$ cat src/rtl/score4_pkg.sv
`default_nettype none
// ============================================================================
// Module   : score4_pkg
// Purpose  : Shared types and constants for the four-in-a-row board logic:
//            cell encoding, default board geometry, line directions and the
//            win-detector scan FSM states.
// Revision : 1.0 - initial release
// ============================================================================
package score4_pkg;

    typedef logic [1:0] cell_t;

    localparam cell_t CELL_EMPTY = 2'b00;
    localparam cell_t CELL_P0    = 2'b01;
    localparam cell_t CELL_P1    = 2'b10;

    localparam int DEF_COLS    = 7;
    localparam int DEF_ROWS    = 6;
    localparam int DEF_WIN_LEN = 4;

    typedef enum logic [1:0] {
        DIR_H  = 2'd0,
        DIR_V  = 2'd1,
        DIR_D  = 2'd2,
        DIR_AD = 2'd3
    } dir_t;

    typedef enum logic [1:0] {
        ST_IDLE = 2'd0,
        ST_SCAN = 2'd1,
        ST_WIN  = 2'd2
    } state_t;

    // Only 01 and 10 are real pieces; 11 is treated like an empty cell.
    function automatic logic cell_is_player(cell_t c);
        return (c == CELL_P0) || (c == CELL_P1);
    endfunction

endpackage
`default_nettype wire

$ cat src/rtl/line_checker.sv
`default_nettype none
// ============================================================================
// Module   : line_checker
// Purpose  : Combinational test of one start cell: reports whether a line of
//            WIN_LEN equal player cells starts there, in which direction
//            (lowest direction code wins) and with which cell value.
// Revision : 1.0 - initial release
// ============================================================================
module line_checker
    import score4_pkg::*;
#(
    parameter int COLS    = DEF_COLS,
    parameter int ROWS    = DEF_ROWS,
    parameter int WIN_LEN = DEF_WIN_LEN,
    parameter int CW      = (COLS > 1) ? $clog2(COLS) : 1,
    parameter int RW      = (ROWS > 1) ? $clog2(ROWS) : 1
)(
    input  logic [COLS-1:0][ROWS-1:0][1:0] snapshot,
    input  logic [CW-1:0]                  col,
    input  logic [RW-1:0]                  row,
    output logic                           hit,
    output dir_t                           hit_dir,
    output cell_t                          hit_cell
);

    cell_t      w_start;
    logic [3:0] w_dir_hit;

    assign w_start = snapshot[col][row];

    // Walk each direction from the start cell; stepping off the board or onto a different value kills that direction.
    always_comb begin
        int c_i;
        int r_i;
        c_i       = 0;
        r_i       = 0;
        w_dir_hit = '0;
        for (int d = 0; d < 4; d++) begin
            w_dir_hit[d] = cell_is_player(w_start);
            for (int i = 1; i < WIN_LEN; i++) begin
                c_i = int'(col) + ((d == 1) ? 0 : i);
                r_i = int'(row) + ((d == 0) ? 0 : ((d == 3) ? -i : i));
                if ((c_i < 0) || (c_i >= COLS) || (r_i < 0) || (r_i >= ROWS)) begin
                    w_dir_hit[d] = 1'b0;
                end else if (snapshot[c_i[CW-1:0]][r_i[RW-1:0]] != w_start) begin
                    w_dir_hit[d] = 1'b0;
                end
            end
        end
    end

    // Priority select: iterate high to low so the lowest direction code is left standing.
    always_comb begin
        hit      = 1'b0;
        hit_dir  = DIR_H;
        hit_cell = CELL_EMPTY;
        for (int d = 3; d >= 0; d--) begin
            if (w_dir_hit[d]) begin
                hit     = 1'b1;
                hit_dir = dir_t'(d[1:0]);
            end
        end
        if (hit) begin
            hit_cell = w_start;
        end
    end

endmodule
`default_nettype wire

$ cat src/rtl/win_detector.sv
`default_nettype none
// ============================================================================
// Module   : win_detector
// Purpose  : Snapshots the board whenever it changes, scans it one start cell
//            per cycle (column-major) for a winning line, and reports winner,
//            line position/direction, end-of-scan and draw.
// Revision : 1.0 - initial release
// ============================================================================
module win_detector
    import score4_pkg::*;
#(
    parameter int COLS    = DEF_COLS,
    parameter int ROWS    = DEF_ROWS,
    parameter int WIN_LEN = DEF_WIN_LEN
)(
    input  logic                           clk,
    input  logic                           rst,
    input  logic [COLS-1:0][ROWS-1:0][1:0] panel,
    output logic                           busy,
    output logic                           done,
    output logic                           win,
    output logic [1:0]                     winner,
    output logic [2:0]                     win_col,
    output logic [2:0]                     win_row,
    output logic [1:0]                     win_dir,
    output logic                           draw
);

    localparam int CELLS = COLS * ROWS;
    localparam int IW    = (CELLS > 1) ? $clog2(CELLS) : 1;
    localparam int CW    = (COLS > 1) ? $clog2(COLS) : 1;
    localparam int RW    = (ROWS > 1) ? $clog2(ROWS) : 1;

    state_t                         r_state;
    state_t                         w_state_next;
    logic [COLS-1:0][ROWS-1:0][1:0] r_snapshot;
    logic [IW-1:0]                  r_index;

    logic       r_busy;
    logic       r_done;
    logic       r_win;
    logic [1:0] r_winner;
    logic [2:0] r_win_col;
    logic [2:0] r_win_row;
    logic [1:0] r_win_dir;
    logic       r_draw;

    logic [CW-1:0] w_col;
    logic [RW-1:0] w_row;
    logic          w_hit;
    dir_t          w_hit_dir;
    cell_t         w_hit_cell;
    logic          w_last;
    logic          w_full;
    logic          w_trigger;

    line_checker #(
        .COLS    (COLS),
        .ROWS    (ROWS),
        .WIN_LEN (WIN_LEN),
        .CW      (CW),
        .RW      (RW)
    ) u_line_checker (
        .snapshot (r_snapshot),
        .col      (w_col),
        .row      (w_row),
        .hit      (w_hit),
        .hit_dir  (w_hit_dir),
        .hit_cell (w_hit_cell)
    );

    // Decode the linear scan index into column-major board coordinates.
    always_comb begin
        w_col = CW'(int'(r_index) / ROWS);
        w_row = RW'(int'(r_index) % ROWS);
    end

    assign w_last    = (r_index == IW'(CELLS - 1));
    assign w_trigger = (panel != r_snapshot) && !r_win;

    // Board is full when no cell of the snapshot is empty (or illegal).
    always_comb begin
        w_full = 1'b1;
        for (int c = 0; c < COLS; c++) begin
            for (int r = 0; r < ROWS; r++) begin
                if (!cell_is_player(r_snapshot[c][r])) begin
                    w_full = 1'b0;
                end
            end
        end
    end

    // Next-state logic: a change of panel starts a scan; a hit locks into WIN.
    always_comb begin
        w_state_next = r_state;
        case (r_state)
            ST_IDLE: if (w_trigger) w_state_next = ST_SCAN;
            ST_SCAN: begin
                if (w_hit) begin
                    w_state_next = ST_WIN;
                end else if (w_last) begin
                    w_state_next = ST_IDLE;
                end
            end
            ST_WIN:  w_state_next = ST_WIN;
            default: w_state_next = ST_IDLE;
        endcase
    end

    // State, snapshot, scan index and registered outputs.
    always_ff @(posedge clk) begin
        if (!rst) begin
            r_state    <= ST_IDLE;
            r_snapshot <= '0;
            r_index    <= '0;
            r_busy     <= 1'b0;
            r_done     <= 1'b0;
            r_win      <= 1'b0;
            r_winner   <= 2'b00;
            r_win_col  <= 3'd0;
            r_win_row  <= 3'd0;
            r_win_dir  <= 2'd0;
            r_draw     <= 1'b0;
        end else begin
            r_state <= w_state_next;
            r_done  <= 1'b0;
            case (r_state)
                ST_IDLE: begin
                    if (w_trigger) begin
                        r_snapshot <= panel;
                        r_index    <= '0;
                        r_busy     <= 1'b1;
                    end
                end
                ST_SCAN: begin
                    if (w_hit) begin
                        r_win     <= 1'b1;
                        r_winner  <= w_hit_cell;
                        r_win_col <= 3'(w_col);
                        r_win_row <= 3'(w_row);
                        r_win_dir <= w_hit_dir;
                        r_busy    <= 1'b0;
                    end else if (w_last) begin
                        r_busy <= 1'b0;
                        r_done <= 1'b1;
                        if (w_full) begin
                            r_draw <= 1'b1;
                        end
                    end else begin
                        r_index <= r_index + IW'(1);
                    end
                end
                default: ;
            endcase
        end
    end

    assign busy    = r_busy;
    assign done    = r_done;
    assign win     = r_win;
    assign winner  = r_winner;
    assign win_col = r_win_col;
    assign win_row = r_win_row;
    assign win_dir = r_win_dir;
    assign draw    = r_draw;

endmodule
`default_nettype wire

$ cat config.mk
export PLATFORM = sky130hd
export DESIGN_NAME = win_detector
export DESIGN_NICKNAME = d
export VERILOG_FILES = /design/src/rtl/score4_pkg.sv /design/src/rtl/line_checker.sv /design/src/rtl/win_detector.sv
export SDC_FILE = /design/constraint.sdc
export NUM_CORES = 1
export LEC_CHECK = 0
export ABC_AREA = 0
export BUFFER_PORTS_ARGS = -buffer_cell sky130_fd_sc_hd__buf_4
export CAP_MARGIN = 30
export CELL_PAD_IN_SITES_DETAIL_PLACEMENT = 1
export CELL_PAD_IN_SITES_GLOBAL_PLACEMENT = 2
export CORE_ASPECT_RATIO = 0.6
export CORE_MARGIN = 3
export CORE_UTILIZATION = 38
export CTS_CLUSTER_DIAMETER = 50
export DETAILED_ROUTE_END_ITERATION = 8
export GPL_TIMING_DRIVEN = 0
export HOLD_SLACK_MARGIN = 0.02
export PLACE_DENSITY = 0.93
export REMOVE_ABC_BUFFERS = 1
export SLEW_MARGIN = 20
export SYNTH_ARGS = -nofsm -noshare
export SYNTH_HDL_FRONTEND = slang
export SYNTH_HIERARCHICAL = 1
export SYNTH_SLANG_ARGS = --single-unit
$ cat constraint.sdc
create_clock -name clk -period 9.5 [get_ports clk]
set_input_delay 1.9 -clock clk [delete_from_list [all_inputs] [get_ports clk]]
set_output_delay 1.9 -clock clk [all_outputs]
set_load 0.01 [all_outputs]
After elaboration in Yosys (flattened, before gate mapping)
Index checks and enable logic that the tools add are counted.

Register bits after elaboration: 106. Input bits: 86. Output and inout port bits: 14. Word-level logic and storage cells: 409.

$add $sub $neg: 10. Divide/modulo/power cells: 2. $lt $le $gt $ge: 33. Equal/unequal tests: 106. Mux-type cells: 121. Bitwise gates (word level): 3. Reductions and logical operators: 82.

Operators by type and width (count): 32-bit by 4-bit >= comparator with 1-bit output, second input constant (9); 32-bit by 1-bit less-than comparator with 1-bit output, second input constant (9); 12-bit binary-select mux with 3-bit select (4); 2-bit by 1-bit == test with 1-bit output, second input constant (44); 2-bit == test, second input constant (44); 84-bit != test (1); 2-bit binary-select mux with 3-bit select (13); 1-bit 2-to-1 mux (74); 1-bit logical OR (71); 12-bit 2-to-1 mux (4); 3-bit by 4-bit less-than comparator with 1-bit output, second input constant (11); 2-bit 2-to-1 mux (20); 7-bit by 4-bit divider with 32-bit output, second input constant (1); 7-bit by 4-bit remainder unit with 32-bit output, second input constant (1); 2-bit != test (12); 6-bit 2-to-1 mux (3); 3-bit by 2-bit adder with 4-bit output, second input constant (4); 6-bit one-hot mux with 2 select lines (1); 3-bit by 1-bit adder with 4-bit output, second input constant (2); 4-bit AND reduction (2); 6-bit by 1-bit adder with 6-bit output, second input constant (1); 6-bit == test, second input constant (1); 3-bit >= comparator, second input constant (2); 3-bit by 1-bit less-than comparator with 1-bit output, second input constant (2); 15 further kinds (21).

Longest topological paths before layout
Depth in word-level cells: 45. Mapped depth: 29.

Modules after synthesis
The synthesis kept the hierarchy.

By module, submodules not included: win_detector (instances 1, cells each 842, area each 6967.9 um2, seq. area each 2122.0 um2); line_checker (instances 1, cells each 619, area each 5093.6 um2, seq. area each 0.0 um2).

Least setup slack after synthesis
No wires, ideal clock.

Path kind: reg2reg. From: reg r_index[4]. To: reg r_index[5]. Setup time: 0.115 ns. Arrival: 6.478 ns. Required time: 9.385 ns. Slack: 2.906 ns. Stages on the path, launching flop included: 28. Buffers on the path: 7. Period minus slack after synthesis: 6.594 ns. Cell sequence: dfxtp_1 -> clkbuf_1 -> clkbuf_1 -> ha_1 -> nand3b_1 -> o21ai_0 -> o21ai_0 -> a211o_1 -> buf_2 -> inv_2 -> clkbuf_1 -> clkbuf_1 -> ha_1 -> buf_2 -> buf_1 -> nor2_1 -> a22o_1 -> a21oi_1 -> mux4_2 -> a22oi_1 -> or3_1 -> o22ai_1 -> a32oi_1 -> nand2_1 -> nor3b_1 -> nand4_1 -> xnor2_1 -> and3_1.

Cells in the longest elaborated chain, start to end: 19.

RTL lines: start: declaration (RTL line win_detector.sv:37) `logic [IW-1:0] r_index;`; start signal: assignment (RTL line win_detector.sv:150) `r_index <= r_index + IW'(1);`; 7-bit by 4-bit divider with 32-bit output * (RTL line win_detector.sv:74) `w_col = CW'(int'(r_index) / ROWS);`; net w_col[0] (RTL line win_detector.sv:48) `logic [CW-1:0] w_col;`; 3-bit by 1-bit adder with 4-bit output or 12-bit binary-select mux with 3-bit select (tied branches) (RTL line line_checker.sv:41, line_checker.sv:29, line_checker.sv:45); 12-bit binary-select mux with 3-bit select or 12-bit 2-to-1 mux (tied branches) (RTL line line_checker.sv:45, line_checker.sv:29); 12-bit 2-to-1 mux (implied by the code) or 2-bit binary-select mux with 3-bit select (tied branches) (RTL line line_checker.sv:45, line_checker.sv:29); 2-bit binary-select mux with 3-bit select or 2-bit 2-to-1 mux (tied branches) (RTL line line_checker.sv:45, line_checker.sv:29); 2-bit 2-to-1 mux (implied by the code) (tied with other cells) (RTL line line_checker.sv:45) `end else if (snapshot[c_i[CW-1:0]][r_i[RW-1:0]] != w_start) begin`; 2-bit != test or 1-bit logical OR (tied branches) (RTL line line_checker.sv:45, score4_pkg.sv:36); [3 not listed]; 1-bit 2-to-1 mux (RTL line line_checker.sv:43) `if ((c_i < 0) || (c_i >= COLS) || (r_i < 0) || (r_i >= ROWS)) begin`; 1-bit 2-to-1 mux (RTL line line_checker.sv:45); 1-bit 2-to-1 mux (RTL line line_checker.sv:43); 1-bit 2-to-1 mux (3 in series) (RTL line line_checker.sv:58) `if (w_dir_hit[d]) begin`; 1-bit 2-to-1 mux * (RTL line line_checker.sv:58); net w_hit (RTL line win_detector.sv:50) `logic w_hit;`; 2-bit != test (no source line) *; 4-bit AND reduction (no source line) *.

Mark *: on every way through the listed nets, which the timed path passes. The rest lies on a longest branch. The select of a mux whose other input is x is not followed. A chain may end at the register's enable or synchronous reset.

Worst setup path after layout
From: reg r_index[0]. To: reg r_index[4].

The elaborated chain is that of the path after synthesis.

==> metrics.yaml <==
worst_setup_path:
  crit_path_class: "flip-flop to flip-flop"
  timing.rr.start: "r_index[0]"
  regToRegEndpoint: "r_index[4]"
  start_kind: "flip-flop"
  arrival_ns: 9.17
  worstSetupStartpoint: "r_index[0]"
  reg2regPathDepth: 26
  regToRegSetupSlack_ns: 0.62
  critical_path.endpoint_type: "flip-flop"
  critical_path_capture_point: "r_index[4]"
  timing.critical_path.fanout_max: 70
  timing.critical_path.required_ns: 9.79
synth:
  yosysWarnings: 6
  synth_cells: 1461
  primary_flip_flop_cell_chosen_by_synthesis_mapping: "dfxtp_1"
  yosysUniqueCellTypes: 77
  synth_top_area_share_pct: 17.6
  mappedNetlistArea_sq_um: 12100
  fraction_of_registers_with_async_set_or_reset_after_synthesis_pct: 0
  synth_seq_area_share_pct: 17.6
  synth.area.top_cells: "dfxtp_1 (18%), mux4_2 (8.8%), mux2i_1 (8.0%)"
  synth.avg_cell_area_sq_um: 8.26
  ys_ff_latch: 106
  synth.largest_area_cell: "dfxtp_1"
  post_synth_edffs: 0
power:
  internal_power_mw: 1.49
  power_density_nw_per_um2: 224
  vdd.ir_drop.worst_v: 0.000101
  total_leakage_power_nw: 4.18
  pwr-share-seq_pct: 32.1
  combinationalPowerShare_pct: 54.3
  power.share.switching_pct: 50.9
  share_clk_of_total_power_pct: 13.7
  switchingPower_mw: 1.55
drt:
  first_pass_iters: 7
  final_routed_wire_length_divided_by_cell_count_microns: 26.8
  drc_violation_count_after_routing: 0
  ant_nets: 0
  drt-initial-drc-count: 1763
  drt_wl_total_mm: 49.9
  avgViaCountPerCell: 7.01
  detailroute.via_count: 13058
clocking:
  cts_hold_buffers: 0
  clkSlewWorstSetupHoldPaths_ns: 0.08
  cts_inserted_buffers: 9
  cts-htree-levels: 3
  cts_setup_buffers: 0
  clk_latency_ns: 0.39
  tritoncts_clock_tree: "yes"
  post_cts_resize_count: 0
  cts.path.max_buffers: 2
  clock-root-buffer: "clkbuf_16"
  cts.sinks: 106
global_route:
  grt-ovfl-total: 0
  antenna_found_initial: 0
  first_pass_grt_wire_length_mm: 76.3
  grt_use_total_pct: 28.7
  number_of_global_route_vias_before_repair: 12641
  grt_start_max_net_pins: 118
cells_and_area:
  num_antenna_cells: 0
  design.final.nets: 1562
  layout-drive-gt1-share_pct: 16.2
  design_area_sq_um: 13600
  layout.cells.non_filler: 1864
  syn_to_final_growth_pct: 12.4
die:
  chipWidth_microns: 236
  top_level_pins: 100
  floorplan.initialDensity_pct: 39.4
  core-area_sq_um: 30600
  fp-row-count: 49
  design.die.area_sq_um: 34000
  die_y_microns: 144
placed_design:
  gp_congestion: 0.981
  placed_cell_area_sq_um: 13300
  place_hpwl_mm: 37.1
  number_of_buffer_cells_added_on_primary_ports: 99
  placement.setup.worst_slack_ns: 0.933
  place_inst: 1849
sta:
  maxSlewHeadroom_pct: 31.1
  final_max_slew_viol_count: 0
  worst_slack_ns: 0.619
  timing.final.setup_violations: 0
  finalCriticalPeriod_ns: 8.88
  fin_hold_ws_ns: 0.462
  finClkSkew_ns: 0.0139
  slew_of_the_pin_with_the_lowest_slew_margin_ns: 1.03
  finalHoldViolations: 0
  rsz_0062_raised_after_global_routing: "false"
  max_freq_ghz: 0.113
  setup_tns_ns: 0
  min_period_over_period_pct: 93.5
hold_path:
  holdCritPathClass: "flip-flop to flip-flop"
  min-delay-start: "win_dir[1]"
run_status:
  outcome: "completed"
run:
  cap_violations: 0
-- metal layers --
layer	GRT usage, %	up-vias	share of wire, %
met4	5.88	0	1.7
met5	0	-	0
li1	-	5747	-
met3	11.2	68	13
met2	41.9	690	41
met1	40.2	6553	44
-- cell type report --
type / instances / area [sq um]
Clock inverter: 6 / 77.6
Clock buffer: 9 / 225
Multi-Input combinational cell: 1179 / 9290
Timing Repair Buffer: 133 / 1240
Inverter: 23 / 86.3
Tap cell: 408 / 510
Sequential cell: 106 / 2130
Fill cell: 3597 / 17000
-- registers in the layout, indices dropped and copies added (netlist names) --
name	count
r_snapshot	84
r_index	6
win_col	3
win_row	3
r_state	2
win_dir	2
winner	2
busy	1
done	1
draw	1
win	1
-- power by group through the flow --
stage | registers [mW] | clock network [mW] | logic (mW)
floorplan | 0.772 | 0 | 1.14
global placement | 0.878 | 0 | 1.36
detailed placement | 0.954 | 0 | 1.60
CTS | 0.944 | 0.422 | 1.60
global route | 0.977 | 0.440 | 1.78
finish | 0.974 | 0.416 | 1.65
-- worst max-delay path, cell delays in order (launching register included) --
cell and delay, ns:
dfxtp_4 0.84, inv_1 0.22, ha_1 0.30, nor2_1 0.19, maj3_1 0.19, nand2b_1 0.10, a21oi_1 0.09, a211o_4 0.41
buf_16 0.22, buf_16 0.26, inv_2 0.70, ha_4 0.55, buf_16 0.32, nor2b_1 0.86, a22o_1 0.28, a21oi_1 0.12
mux4_2 0.57, a22oi_1 0.21, or3_1 0.14, o22ai_1 0.07, a32oi_1 0.37, nand2_1 0.29, nor3b_1 0.54, buf_2 0.29
nand4_1 0.13, xnor2_1 0.17, and3_1 0.19
-- worst min-delay path by stage --
stage	endpoint	depth (start not counted)
after floorplan	r_state[1]	2
after global placement	winner[1]	2
after detailed placement	win_dir[1]	2
after CTS	win_dir[1]	2
after global routing	win_dir[0]	2
final	win_dir[1]	2
-- cells in the mapped netlist, types with 12 or more instances --
cell type	instances
mux2_2	14
mux4_2	47
clkbuf_1	106
nor2b_1	24
dfxtp_1	106
o21ai_0	26
nor2_1	46
o211ai_1	95
xnor2_1	91
nor4_1	19
nand3_1	52
a21oi_1	42
nand4_1	42
xor2_1	35
ha_1	24
nand2_1	156
a22oi_1	18
inv_1	18
o2bb2ai_1	12
mux2i_1	97
nand2b_1	13
buf_1	15
buf_2	20
or4_1	86
o2111ai_1	84
-- placed cells by master (no fill, tap or decap), types with 11 or more instances in the layout --
cell type	n
o2111ai_1	84
o22ai_1	11
xnor2_1	90
o211ai_1	95
mux2i_1	97
nor4_1	19
xor2_1	34
nand2b_1	13
dfxtp_1	105
a21oi_1	42
nand2_1	156
a22oi_1	18
nand3_1	50
mux2_2	14
o2bb2ai_1	12
o21ai_0	25
mux4_2	47
nor2b_1	24
nor2_1	46
ha_1	23
buf_4	111
inv_1	18
nand4_1	42
or4_1	86
-- through the flow --
| step | power (mW) | util [%] |
|---|---|---|
| finish | 3.04 | 44.3 |
| global route | 3.20 | 44.3 |
| CTS | 2.97 | 44.3 |
| detailed placement | 2.55 | 43.3 |
| global placement | 2.24 | 41.3 |
| floorplan | 1.91 | - |
-- kinds of logic (layout without fill, tap and decap cells) --
family / after synthesis / after routing / share of synthesized area (%)
xor gates and xnor gates: 126 / 126 / 9.15
DFF: 106 / 106 / 17.6
AOI/OAI and AO/OA: 377 / 377 / 23.9
and+or+nand+nor: 491 / 491 / 21.9
buffers and inverters: 176 / 171 / 6.28
adders and majority gates: 25 / 25 / 2.57
muxes: 160 / 160 / 18.6
(Power assumes the default switching activity.)
